**config.mk**
```make
export PLATFORM = sky130hd
export DESIGN_NAME = rf_write_arbiter
export DESIGN_NICKNAME = d
export VERILOG_FILES = /design/src/rtl/rf_write_arbiter.sv
export SDC_FILE = /design/constraint.sdc
export NUM_CORES = 1
export LEC_CHECK = 0
export ABC_CLOCK_PERIOD_IN_PS = 1900
export CAP_MARGIN = 20
export CORE_MARGIN = 1.5
export CORE_UTILIZATION = 42
export CTS_CLUSTER_DIAMETER = 50
export DETAILED_ROUTE_END_ITERATION = 7
export PLACE_DENSITY = 0.75
export SYNTH_ARGS = -nofsm -noshare
export SYNTH_HDL_FRONTEND = slang
export SYNTH_SLANG_ARGS = --single-unit
```
**constraint.sdc**
```tcl
create_clock -name clk -period 1.9 [get_ports clk]
set_input_delay 0.285 -clock clk [delete_from_list [all_inputs] [get_ports clk]]
set_output_delay 0.285 -clock clk [all_outputs]
set_load 0.01 [all_outputs]
```
**src/rtl/rf_write_arbiter.sv**
```systemverilog
// Register-file write arbiter: one hold slot each for writeback and debug requesters,
// with writes committed only in the WRITE phase. The pending-address mask is built only
// when RF_WRITE_ARBITER_PEND_MASK_EN is defined.
module rf_write_arbiter #(
    parameter int unsigned STARVE_LIMIT = 4
) (
    input  logic        clk,
    input  logic        rst,
    input  logic        wb_valid,
    input  logic [4:0]  wb_addr,
    input  logic [31:0] wb_data,
    output logic        wb_ready,
    input  logic        dbg_valid,
    input  logic [4:0]  dbg_addr,
    input  logic [31:0] dbg_data,
    output logic        dbg_ready,
    output logic        tick_tock,
    output logic        rf_regwrite,
    output logic [4:0]  rf_waddr,
    output logic [31:0] rf_wdata,
    output logic [31:0] pend_mask
);

    typedef enum logic {
        PH_WRITE = 1'b0,
        PH_READ  = 1'b1
    } phase_t;

    localparam logic [3:0] LIMIT = 4'(STARVE_LIMIT);

    phase_t      phase;
    phase_t      phase_next;

    logic        wb_full;
    logic [4:0]  wb_slot_addr;
    logic [31:0] wb_slot_data;
    logic        dbg_full;
    logic [4:0]  dbg_slot_addr;
    logic [31:0] dbg_slot_data;
    logic [3:0]  starve;

    logic        grant_wb;
    logic        grant_dbg;
    logic        wb_take;
    logic        dbg_take;

    always_ff @(posedge clk or negedge rst) begin
        if (!rst) begin
            phase <= PH_READ;
        end else begin
            phase <= phase_next;
        end
    end

    always_comb begin
        phase_next  = (phase == PH_READ) ? PH_WRITE : PH_READ;
        grant_wb    = 1'b0;
        grant_dbg   = 1'b0;
        rf_regwrite = 1'b0;
        rf_waddr    = '0;
        rf_wdata    = '0;
        if (phase == PH_WRITE) begin
            if (wb_full && dbg_full) begin
                if (starve == LIMIT) grant_dbg = 1'b1;
                else                 grant_wb  = 1'b1;
            end else if (wb_full) begin
                grant_wb = 1'b1;
            end else if (dbg_full) begin
                grant_dbg = 1'b1;
            end
        end
        // A grant to address 0 still retires the slot but never strobes the write enable
        if (grant_wb) begin
            rf_waddr    = wb_slot_addr;
            rf_wdata    = wb_slot_data;
            rf_regwrite = |wb_slot_addr;
        end else if (grant_dbg) begin
            rf_waddr    = dbg_slot_addr;
            rf_wdata    = dbg_slot_data;
            rf_regwrite = |dbg_slot_addr;
        end
    end

    assign tick_tock = (phase == PH_READ);
    assign wb_ready  = ~wb_full | grant_wb;
    assign dbg_ready = ~dbg_full | grant_dbg;
    assign wb_take   = wb_valid & wb_ready;
    assign dbg_take  = dbg_valid & dbg_ready;

    always_ff @(posedge clk or negedge rst) begin
        if (!rst) begin
            wb_full      <= 1'b0;
            wb_slot_addr <= '0;
            wb_slot_data <= '0;
        end else if (wb_take) begin
            wb_full      <= 1'b1;
            wb_slot_addr <= wb_addr;
            wb_slot_data <= wb_data;
        end else if (grant_wb) begin
            wb_full      <= 1'b0;
        end
    end

    always_ff @(posedge clk or negedge rst) begin
        if (!rst) begin
            dbg_full      <= 1'b0;
            dbg_slot_addr <= '0;
            dbg_slot_data <= '0;
        end else if (dbg_take) begin
            dbg_full      <= 1'b1;
            dbg_slot_addr <= dbg_addr;
            dbg_slot_data <= dbg_data;
        end else if (grant_dbg) begin
            dbg_full      <= 1'b0;
        end
    end

    // Counts wb wins only while dbg is actually waiting
    always_ff @(posedge clk or negedge rst) begin
        if (!rst) begin
            starve <= '0;
        end else if (!dbg_full || grant_dbg) begin
            starve <= '0;
        end else if (grant_wb && (starve != LIMIT)) begin
            starve <= starve + 4'd1;
        end
    end

`ifdef RF_WRITE_ARBITER_PEND_MASK_EN
    always_comb begin
        pend_mask = '0;
        for (int unsigned i = 1; i < 32; i++) begin
            pend_mask[i] = (wb_full && (wb_slot_addr == 5'(i))) ||
                           (dbg_full && (dbg_slot_addr == 5'(i)));
        end
    end
`else
    assign pend_mask = '0;
`endif

endmodule

```
Word level (Yosys, flattened, before mapping)
Index checks and enable logic that the tools add are counted.
{ "word_totals": {"word_cells": 48, "reg_bits": 81, "out_inout_bits": 73, "input_bits": 78} }
{ "classes": {"muxes": 22, "n_reduce_logical": 9, "n_eq_ne": 2, "n_bitwise": 6, "addsub": 1} }
{ "ops": {"columns": ["cell", "count"], "rows": [
  ["32-bit two-way mux", 2],
  ["1-bit two-way mux", 16],
  ["5-bit two-way mux", 2],
  ["5-bit OR reduction", 2],
  ["4-bit two-way mux", 2],
  ["2-bit nonzero test", 3],
  ["4-bit by 1-bit adder with 4-bit output, second input constant", 1],
  ["4-bit by 3-bit equality test with 1-bit output, second input constant", 1],
  ["4-bit by 3-bit != test with 1-bit output, second input constant", 1],
  ["1-bit AND", 2],
  ["1-bit logical AND", 2],
  ["1-bit NOT", 2],
  ["1-bit OR", 2],
  ["1-bit zero test", 1],
  ["1-bit logical OR", 1]
]} }

Depth between registers and ports, before layout
Gate-level depths: netlist of the first run.
{ "depth": {"word_depth": 7, "mapped_depth": 7, "ltp_nobuf": 6} }

Least setup slack after synthesis of the first run
No wires, ideal clock.
{ "synth_path": {"path_kind": "register -> output", "from": "reg starve[0]", "to": "out rf_wdata[10]", "path_slack_ps": -3, "stages_incl_launch_ff": 8, "path_buffers": 2, "arrival_time_ps": 1618, "required_time_ps": 1615, "path_cell_list": "dfrtp_1 > inv_1 > ha_1 > and4b_1 > nor3b_1 > buf_2 > buf_2 > a22o_1"} }
{ "synth_between": {"elab_chain_cells": 6, "word_cells_on_any_way": 9, "classes_between": "1 x eq/ne; 8 x mux"} }
{ "synth_rtl": {"columns": ["item", "line_no", "text"], "rows": [
  ["from (decl)", "40", "logic [3:0] starve;"],
  ["from (signal assigned)", "125", "starve <= starve + 4'd1;"],
  ["4-bit by 3-bit equality test with 1-bit output *", "64", "if (starve == LIMIT) grant_dbg = 1'b1;"],
  ["1-bit two-way mux", "64", null],
  ["1-bit two-way mux", "63", "if (wb_full && dbg_full) begin"],
  ["1-bit two-way mux", "62", "if (phase == PH_WRITE) begin"],
  ["32-bit two-way mux", "77", "end else if (grant_dbg) begin"],
  ["32-bit two-way mux *", "73", "if (grant_wb) begin"],
  ["to (decl)", "20", "output logic [31:0] rf_wdata,"]
]} }
Every way passes the cells marked *; elsewhere a longest branch is shown, timed or not.

Worst setup path after layout of the first run
{ "layout_path": {"from": "reg starve[1]", "to": "out rf_regwrite"} }
{ "layout_between": {"elab_chain_cells": 6, "word_cells_on_any_way": 9, "classes_between": "1 x eq/ne; 8 x mux"} }
{ "layout_rtl": {"columns": ["item", "line_no", "text"], "rows": [
  ["4-bit by 3-bit equality test with 1-bit output *", "64", null],
  ["1-bit two-way mux", "64", null],
  ["1-bit two-way mux", "63", null],
  ["1-bit two-way mux", "62", null],
  ["1-bit two-way mux", "77", null],
  ["1-bit two-way mux *", "73", null],
  ["to (decl)", "18", "output logic rf_regwrite,"]
]} }
Marked as above.

==> results of run 1 <==
-- flip-flops by register name, summed over array words and instances (netlist names) --
signal / count
dbg_slot_data: 32
wb_slot_data: 32
dbg_slot_addr: 5
wb_slot_addr: 5
starve: 4
dbg_full: 1
tick_tock: 1
wb_full: 1
-- cell families (layout without fill, tap and decap cells) --
| kind of cell | count (synthesis) | in the layout | share of synthesized area, % |
|---|---|---|---|
| AO/OA/AOI/OAI | 119 | 119 | 21.2 |
| AND/OR/NAND/NOR | 92 | 92 | 10.8 |
| flip-flops | 81 | 81 | 45.2 |
| buffers and inverters | 74 | 192 | 9.98 |
| multiplexers | 37 | 37 | 11.8 |
| adder cells (fa/ha/maj) | 2 | 2 | 0.557 |
| XOR/XNOR | 2 | 2 | 0.390 |
| other | 1 | 33 | 0.0836 |
-- power groups by stage --
stage	clock, mW	combinational, mW	sequential [mW]
floorplan	0	1.22	2.71
global placement	0	1.60	2.82
detailed placement	0	1.67	2.85
CTS	1.49	1.90	2.83
global route	1.57	2.14	2.91
finish	1.46	1.99	2.84
-- metal layers --
metal	up-vias	GRT usage (%)	share of wire, %
met2	156	38.2	49
met4	0	7.05	1.6
met5	-	0	0
met3	17	5.82	7.3
met1	1876	29.1	43
li1	1710	-	-
-- cells in the mapped netlist --
library cell  instances
and4b_1               1
nor3b_1               1
or3_1                 1
a21boi_0              1
mux2_2                7
nor2_1                5
and2_1                1
a22o_1               38
nand2b_1             39
nor3_1                3
nand2_1              39
dfrtp_1              80
ha_1                  2
dfstp_2               1
mux2_4               30
buf_2                 7
o21ai_0               1
buf_6                 4
nand3_1               1
clkbuf_1             16
nor4bb_4              1
xnor2_1               1
xor2_1                1
a32o_1                1
o31ai_4               1
conb_1                1
a21oi_1               1
o211ai_1             74
o21a_1                2
inv_1                 6
buf_1                 6
buf_4                35
-- worst register-to-register path, delay by kind of cell (launching register included) --
family	cells	cell delay, ns
compound gates	1	0.22
fa+ha+maj	1	0.18
buf+inv	5	0.71
flops	1	0.36
mux	1	0.29
simple gates	1	0.15
-- cell usage in the layout (no fill, tap or decap), drive strengths merged, types with 2 or more instances in the layout --
master,n
buf,89
dfrtp,80
clkdlybuf4s50,75
o211ai,74
nand2,39
nand2b,39
a22o,38
mux2,37
conb,32
clkbuf,17
inv,6
nor2,5
nor3,3
bufinv,2
o21a,2
ha,2
-- worst max-delay path by stage --
stage	startpoint	end	slack, ns	cells after the start
6_report	starve[1]	rf_regwrite	-0.43	8
5_1_grt	starve[1]	rf_wdata[25]	-0.48	8
4_1_cts	starve[0]	rf_waddr[1]	-0.46	9
3_5_place_dp	starve[1]	rf_wdata[2]	-0.49	7
3_3_place_gp	starve[0]	rf_wdata[24]	-0.40	7
2_1_floorplan	starve[0]	rf_wdata[10]	-0.003	7
-- per-stage QoR --
| step | power [mW] | std cells | setup slack (ns) |
|---|---|---|---|
| after global placement | 4.42 | 652 | -0.398 |
| after floorplan | 3.93 | 439 | -0.00290 |
| after global routing | 6.62 | 694 | -0.482 |
| after CTS | 6.21 | 690 | -0.459 |
| final | 6.30 | 694 | -0.435 |
| after detailed placement | 4.52 | 652 | -0.493 |
-- layout make-up --
| type | instances | area [um^2] |
|---|---|---|
| Antenna cell | 1 | 2.50 |
| Clock buffer | 13 | 169 |
| Clock inverter | 2 | 60.1 |
| Fill cell | 839 | 3990 |
| Inverter | 6 | 22.5 |
| Multi-Input combinational cell | 284 | 2190 |
| Sequential cell | 81 | 2030 |
| Tap cell | 136 | 170 |
| Timing Repair Buffer | 171 | 1700 |
-- what timing repair did --
item                                    in CTS  in global routing
setup buffers                               14                  2
gates resized for setup                    199                 20
hold buffers                                 1                  0
cloned                                       9                  5
hold endpoints to repair                    27                  0
endpoints found under the setup margin      96                114
pin swaps                                   31                 37
==> results by group, run 1 <==
Power and ir drop
  – Gate power share: 31.7%
  – Pwr dens: 994 mW/mm^2
  – Clock power frac: 23.2%
  – P_leak: 2.91 nW
  – Switch Pwr: 1.85 mW
  – Switching share of total power: 29.3%
  – Peak supply drop: 456 uV
  – Seq pwr share: 45.1%
  – Int Power: 4.45 mW

Layout
  – Nets: 633
  – Final Core Density: 61.4%
  – Layout cell share with drive strength beyond 1: 27.8%
  – Area growth syn-to-layout: 41.2%
  – Final Cell Area: 0.00634 mm^2

Global route
  – Total GRT Usage: 22.9%
  – Vias in the first global route: 3896
  – Total grt overflow: 0
  – Initial antenna violation count: 1
  – Largest net degree at the start of global routing: 76
  – First-pass GRT wire length: 20100 um

Die
  – Die height: 106 um
  – Die area: 0.0113 mm^2
  – Ports: 151
  – Core Area: 0.0103 mm^2
  – Initial core utilization: 43.5%
  – Chip Width: 106 um
  – # rows: 37

Status
  – Status: finished with violations
  – Failing checks: negative setup slack

Detailed routing
  – Final WL: 13300 um
  – Post-DRT Antenna Nets: 0
  – Via count: 3759
  – Drt wl/cell: 19.2 um
  – Post-route DRC violation count: 0
  – First-pass DRT Iterations: 5
  – Vias per std cell: 5.42
  – DRT iter0 DRCs: 174

Setup path
  – Setup Crit Path Kind: reg2out
  – CP arrival: 2.05 ns
  – Reg2reg end: dbg_slot_data[18]
  – CP Cell Sequence: inv_1 -> ha_2 -> and4b_2 -> nor3b_4 -> buf_6 -> buf_8 -> a22o_1 -> buf_2
  – Critical register-to-register path startpoint: starve[1]
  – Worst setup SP type: register
  – CP delay by family, top: buffers and inverters
  – Max Fanout on Critical Path: 6
  – Register-to-Register Setup Slack: -0.14 ns
  – Critical path's largest stage delay: 0.36 ns
  – Critical Path RT: 1.62 ns
  – Max stage delay cell, worst path: dfrtp_1
  – CP Capture Type: primary output
  – Reg2Reg Depth: 9
  – CP Buf/Inv Count: 4

Timing
  – Fmax: 428 MHz
  – Final max-slew violation count: 0
  – Fin crit share: 123%
  – Setup violators final: 77
  – Final clock skew: 0.0148 ns
  – Final worst path period need: 2.33 ns
  – RSZ-0062 raised after global routing: true
  – TNS Setup: -17.48 ns
  – Min Hold Slack: 0.397 ns
  – Final worst slack: -0.435 ns
  – Hold Fails Final Rpt: 0

Place
  – Number of port buffers: 118
  – Placed cell areas: 0.00577 mm^2
  – Gpl congestion: 0.750
  – Post-DP HPWL: 7870 um

Run
  – MaxCap Viol Count: 0

Logic synthesis
  – Mapped cell area: 0.00449 mm^2
  – Post-Synthesis Cells: 408
  – Post-synth top area share: 44.6%
  – Synth unique cells: 32
  – Yosys reg bits: 81
  – Mapped Avg Cell Area: 11.0 um^2
  – Area leader, netlist: dfrtp_1
  – Register area share after synthesis: 45.2%
  – Synth top area cells: dfrtp_1, o211ai_1, mux2_4
  – Yosys Warn Count: 0

Clocking
  – Clock sinks: 81
  – Number of H-tree levels: 3
  – CTS Buffer Depth: 2
  – TritonCTS buffer count: 9
  – Clock slew at reported path FFs: 0.09 ns
  – CTS Root Cell: clkbuf_8
  – TritonCTS clock tree: built
  – Worst-Skew Late Latency: 0.36 ns

Worst hold path
  – Worst Hold Class: in2async
Note: power is estimated with default switching activity, not from simulation.
==> inputs of run 2 (changes only) <==
--- a/config.mk
+++ b/config.mk
@@ -12,6 +12,7 @@
 export CTS_CLUSTER_DIAMETER = 50
 export DETAILED_ROUTE_END_ITERATION = 7
 export PLACE_DENSITY = 0.75
+export SKIP_CTS_REPAIR_TIMING = 1
 export SYNTH_ARGS = -nofsm -noshare
 export SYNTH_HDL_FRONTEND = slang
 export SYNTH_SLANG_ARGS = --single-unit
==> run 2 against run 1 <==
  * The run still ends with negative setup slack left
  * Sequential power hardly changed
  * Largest power group unchanged
  * Sequential share of layout area rose by 1.3 points
  * Wire length down 8.1%
  * Die area is the same
  * Power fell by 4.2%
  * Fmax increased by 0.74%
  * Sequential cell count did not move
  * Design area decreased by 4.0%
  * Register-to-register slack improved by 0.06 ns
  * Via count decreased by 2.4%
  * Critical path type unchanged
  * Setup slack improved by 0.017 ns
  * Core utilization shrank 2.5 points
==> results by group, run 2 (synthesis results as in run 1) <==
Status
  – Status: finished with violations
  – Failing checks: negative setup slack

Layout
  – Layout cell share with drive strength beyond 1: 25.7% (-2.1 points)
  – Largest registers: dbg_slot_data (32), wb_slot_data (32)
  – Most frequent cells in the layout: dfrtp_1, clkdlybuf4s50_1, o211ai_1
  – Most common cell after layout, fill and taps aside: dfrtp_1
  – Non-filler instance count after layout: 680 (-2.0%)
  – Final Core Density: 58.9% (-2.5 points)
  – Area growth syn-to-layout: 35.6%
  – Nets: 620 (-2.1%)
  – Fillers: 866 (+3.2%)
  – # diodes: 0 (-1)

Place
  – Number of port buffers: 118 (unchanged)
  – Post-DP HPWL: 7870 um (unchanged)
  – Gpl congestion: 0.750 (unchanged)
  – Placed insts: 652 (unchanged)

Clocking
  – Clock sinks: 81 (unchanged)
  – TritonCTS buffer count: 9 (unchanged)
  – Clock slew at reported path FFs: 0.08 ns (about the same)
  – CTS Root Cell: clkbuf_8
  – CTS Buffer Depth: 2 (unchanged)
  – Worst-Skew Late Latency: 0.35 ns (about the same)
  – TritonCTS clock tree: built
  – Number of H-tree levels: 3 (unchanged)

Power and ir drop
  – Gate power share: 29.2% (-2.5 points)
  – P_leak: 2.77 nW (-5.0%)
  – Peak supply drop: 437 uV (-4.1%)
  – Clock power frac: 23.9% (+0.7 points)
  – Int Power: 4.28 mW (-3.8%)
  – Seq pwr share: 46.9% (+1.8 points)
  – Pwr dens: 992 mW/mm^2 (-0.21%)
  – Switch Pwr: 1.75 mW (-5.3%)
  – Total power: 6.03 mW (-4.2%)
  – Switching share of total power: 29.0% (-0.34 points)

Detailed routing
  – Final WL: 12200 um (-8.1%)
  – Post-DRT Antenna Nets: 0 (unchanged)
  – Drt wl/cell: 18.0 um (-6.2%)
  – Post-route DRC violation count: 0 (unchanged)
  – DRT iter0 DRCs: 175 (+0.57%)
  – First-pass DRT Iterations: 4 (-1)
  – Vias per std cell: 5.39 (-0.41%)
  – Via count: 3668 (-2.4%)

Worst hold path
  – Worst Hold Class: in2async

Global route
  – Total GRT Usage: 20.4% (-2.5 points)
  – Initial antenna violation count: 0 (-1)
  – Largest net degree at the start of global routing: 76 (unchanged)
  – Total grt overflow: 0 (unchanged)
  – Vias in the first global route: 3646 (-6.4%)
  – First-pass GRT wire length: 18100 um (-10%)

Setup path
  – Register-to-Register Setup Slack: -0.08 ns (+0.06 ns)
  – Critical Path RT: 1.62 ns (about the same)
  – CP Capture Type: primary output
  – Setup Crit Path Kind: reg2out
  – Worst setup SP type: register
  – Max Fanout on Critical Path: 5 (-1)
  – CP arrival: 2.03 ns (-0.02 ns)

Timing
  – TNS Setup: -16.84 ns (+0.645 ns)
  – Final worst path period need: 2.32 ns (-0.0172 ns)
  – Final max-slew violation count: 0 (unchanged)
  – Final clock skew: 0.0107 ns (-0.00413 ns)
  – Final worst slack: -0.418 ns (+0.0172 ns)
  – Setup violators final: 76 (-1.3%)
  – Fin crit share: 122% (-0.91 points)
  – Hold Fails Final Rpt: 0 (unchanged)
  – RSZ-0062 raised after global routing: true
  – Fmax: 431 MHz (+0.74%)

Die
  – Initial core utilization: 43.5% (unchanged)
  – Chip Width: 106 um (unchanged)
  – Die area: 0.0113 mm^2 (unchanged)
  – Ports: 151 (unchanged)
  – Core Area: 0.0103 mm^2 (unchanged)
  – Die height: 106 um (unchanged)
  – # rows: 37 (unchanged)

Run
  – MaxCap Viol Count: 0 (unchanged)
-- run 2: stage by stage --
step	instance area, um^2	worst slack (ns)	hold WS, ns
final	6080	-0.418	0.412
after global routing	6080	-0.483	0.434
after CTS	6000	-0.903	-0.141
after detailed placement	5770	-0.493	0.248
after global placement	5770	-0.398	0.244
after floorplan	4600	-0.00290	-0.0106
-- run 2: final timing paths --
kind,endpoint,depth (start not counted),from
setup / recovery,rf_waddr[3],8,starve[1]
hold / removal,dbg_slot_data[8],2,rst
setup reg to reg,wb_slot_data[3],7,starve[1]
hold reg to reg,dbg_slot_data[29],1,dbg_slot_data[29]
max in group asynchronous,dbg_slot_data[26],3,rst
min in group clk,wb_slot_data[12],4,wb_valid
-- run 2: routing by layer --
layer  part of all wire [%]  up-vias  GRT usage (%)  wire [um]
met4                    1.6        0           7.63        197
met3                    6.8       19           5.46        833
li1                       -     1677              -          -
met5                      0        -              0          0
met1                     42     1823           26.3       5150
met2                     49      149           32.8       6040
-- run 2: worst max-delay path, cell delays in order (launching register included) --
cell       delay [ns]
dfrtp_1          0.35
inv_1            0.05
ha_2             0.18
and4b_2          0.25
nor3b_4          0.22
buf_6            0.19
clkbuf_16        0.16
a22o_1           0.14
buf_2            0.13
-- run 2: area by class of cell --
| cell class | instances | area, um^2 | area share [%] |
|---|---|---|---|
| multi-input cells | 284 | 2160 | 35.5 |
| flip-flops and latches | 81 | 2030 | 33.3 |
| inverters | 6 | 22.5 | 0.370 |
| repair buffers | 158 | 1480 | 24.2 |
| clock buffers | 13 | 169 | 2.78 |
| clock inverters | 2 | 60.1 | 0.987 |
| well taps | 136 | 170 | 2.80 |
-- run 2: power by group through the flow --
stage	Sequential, mW	Clock (mW)	Combinational, mW
finish	2.83	1.44	1.76
global route	2.91	1.56	1.91
CTS	2.82	1.49	1.69
detailed placement	2.85	0	1.67
global placement	2.82	0	1.60
floorplan	2.71	0	1.22
==> inputs of run 3 (changes only) <==
--- a/config.mk
+++ b/config.mk
@@ -8,10 +8,9 @@
 export ABC_CLOCK_PERIOD_IN_PS = 1900
 export CAP_MARGIN = 20
 export CORE_MARGIN = 1.5
-export CORE_UTILIZATION = 42
-export CTS_CLUSTER_DIAMETER = 50
+export CORE_UTILIZATION = 38
 export DETAILED_ROUTE_END_ITERATION = 7
-export PLACE_DENSITY = 0.75
+export PLACE_DENSITY = 0.68
 export SKIP_CTS_REPAIR_TIMING = 1
 export SYNTH_ARGS = -nofsm -noshare
 export SYNTH_HDL_FRONTEND = slang
==> run 3 against run 2 <==
  * The flow still finishes with violations (negative setup slack)
  * Cell count is 2.4% higher
  * Design area up 3.8%
  * Setup slack worse by 0.055 ns
  * Sequential cell count unchanged
  * Core utilization shrank 3.9 points
  * Count of clock-buffer cells in the layout decreased by 3
==> results by group, run 3 (synthesis results as in run 1) <==
Timing
  – Fin crit share: 125% (+2.9 points)
  – Final worst path period need: 2.37 ns (+0.0554 ns)
  – Hold Fails Final Rpt: 0 (unchanged)
  – Setup violators final: 48 (-37%)
  – Final clock skew: 0.00611 ns (-0.00457 ns)
  – Final worst slack: -0.473 ns (-0.0554 ns)
  – Final max-slew violation count: 0 (unchanged)
  – TNS Setup: -16.10 ns (+0.742 ns)
  – RSZ-0062 raised after global routing: true
  – Min Hold Slack: 0.354 ns (-0.0581 ns)
  – Fmax: 421 MHz (-2.3%)

Detailed routing
  – Drt wl/cell: 17.5 um (-2.4%)
  – Final WL: 12200 um (-0.14%)
  – Post-DRT Antenna Nets: 0 (unchanged)
  – First-pass DRT Iterations: 4 (unchanged)
  – Vias per std cell: 5.25 (-2.7%)
  – DRT iter0 DRCs: 177 (+1.1%)
  – Post-route DRC violation count: 0 (unchanged)
  – Via count: 3654 (-0.38%)

Clocking
  – Number of H-tree levels: 3 (unchanged)
  – Clock sinks: 81 (unchanged)
  – TritonCTS buffer count: 9 (unchanged)
  – CTS Root Cell: clkbuf_16
  – TritonCTS clock tree: built
  – Worst-Skew Late Latency: 0.34 ns (about the same)
  – CTS Buffer Depth: 2 (unchanged)
  – Clock slew at reported path FFs: 0.06 ns (-0.02 ns)

Setup path
  – Reg2reg end: dbg_slot_data[15]
  – Setup Crit Path Kind: reg2out
  – Critical path's largest stage delay: 0.36 ns (about the same)
  – Critical register-to-register path startpoint: starve[0]
  – CP Buf/Inv Count: 5 (+1)
  – CP delay by family, top: buffers and inverters
  – Worst setup SP type: register
  – Critical Path RT: 1.62 ns (about the same)
  – Max stage delay cell, worst path: dfrtp_1
  – Reg2Reg Depth: 8 (+1)
  – CP Capture Type: primary output
  – CP Cell Sequence: inv_1 -> ha_2 -> and4b_2 -> nor3b_4 -> buf_6 -> buf_4 -> buf_6 -> a22o_1 -> buf_2
  – Register-to-Register Setup Slack: -0.02 ns (+0.06 ns)
  – Max Fanout on Critical Path: 7 (+2)
  – Crit-path most repeated cell: buf_6
  – CP arrival: 2.09 ns (+0.06 ns)

Layout
  – Most common cell after layout, fill and taps aside: dfrtp_1
  – Largest registers: dbg_slot_data (32), wb_slot_data (32)
  – # diodes: 0 (unchanged)
  – Nets: 628 (+1.3%)
  – Final Core Density: 55.1% (-3.9 points)
  – Final Cell Area: 0.00631 mm^2 (+3.8%)
  – Area growth syn-to-layout: 40.7%
  – Non-filler instance count after layout: 696 (+2.4%)
  – Layout cell share with drive strength beyond 1: 26.9% (+1.2 points)
  – Most frequent cells in the layout: dfrtp_1, clkdlybuf4s50_1, o211ai_1

Power and ir drop
  – Pwr dens: 1060 mW/mm^2 (+7.0%)
  – Total power: 6.70 mW (+11%)
  – Peak supply drop: 825 uV (+89%)
  – P_leak: 2.88 nW (+4.3%)

Global route
  – Initial antenna violation count: 0 (unchanged)
  – Vias in the first global route: 3659 (+0.36%)
  – First-pass GRT wire length: 18600 um (+3.0%)
  – Total GRT Usage: 18.7% (-1.7 points)
  – Total grt overflow: 0 (unchanged)
  – Largest net degree at the start of global routing: 76 (unchanged)

Die
  – Die area: 0.0125 mm^2 (+10%)
  – Ports: 151 (unchanged)
  – Core Area: 0.0115 mm^2 (+11%)
  – Die height: 112 um (+5.0%)
  – Initial core utilization: 39.1% (-4.3 points)
  – Chip Width: 112 um (+5.0%)
  – # rows: 39 (+5.4%)

Status
  – Status: finished with violations
  – Failing checks: negative setup slack

Place
  – Number of port buffers: 118 (unchanged)
  – Placed insts: 659 (+1.1%)
  – Post-DP HPWL: 7640 um (-2.9%)
  – Placed cell areas: 0.00579 mm^2 (+0.37%)
  – Gpl congestion: 0.819 (+9.3%)
  – Post-place setup slack: -0.451 ns (+0.0420 ns)

Run
  – MaxCap Viol Count: 0 (unchanged)

Worst hold path
  – Worst Hold Class: in2async
==> run 3: changes by cell type in the layout (fill, tap and decap cells not counted), sizes merged <==
cell	before	now
bufinv	2	4
buf	66	83
clkinv	0	2
clkbuf	27	15
==> run 3: worst max path at each step <==
| stage | start | end | slack, ns | cells after the start |
|---|---|---|---|---|
| detailed placement | starve[0] | rf_wdata[31] | -0.45 | 7 |
| CTS | starve[0] | rf_wdata[31] | -0.85 | 7 |
| floorplan | starve[0] | rf_wdata[10] | -0.003 | 7 |
| global route | starve[0] | rf_wdata[31] | -0.59 | 9 |
| global placement | starve[0] | rf_wdata[9] | -0.39 | 7 |
| finish | starve[0] | rf_wdata[25] | -0.47 | 9 |
==> run 3: layout make-up <==
cell class | count | area (um^2)
Clock inverter | 6 | 130
Tap cell | 143 | 179
Clock buffer | 10 | 229
Timing Repair Buffer | 166 | 1570
Fill cell | 977 | 5150
Sequential cell | 81 | 2030
Inverter | 6 | 22.5
Multi-Input combinational cell | 284 | 2160
==> run 3: report_power, final <==
group          total, mW  leakage [nW]  switching, mW  internal, mW
Combinational       1.75          1.74          0.662          1.09
Sequential          2.84         0.965          0.471          2.36
Clock               2.11         0.176          0.702          1.41
Total               6.70          2.88           1.83          4.87
==> run 3: routing by layer <==
metal | vias up | global-route usage, % | part of all wire, %
met5 | - | 0 | 0
met4 | 0 | 3.88 | 0.85
met3 | 12 | 6.91 | 7.1
met2 | 137 | 29.6 | 46
met1 | 1805 | 24.6 | 46
li1 | 1700 | - | -
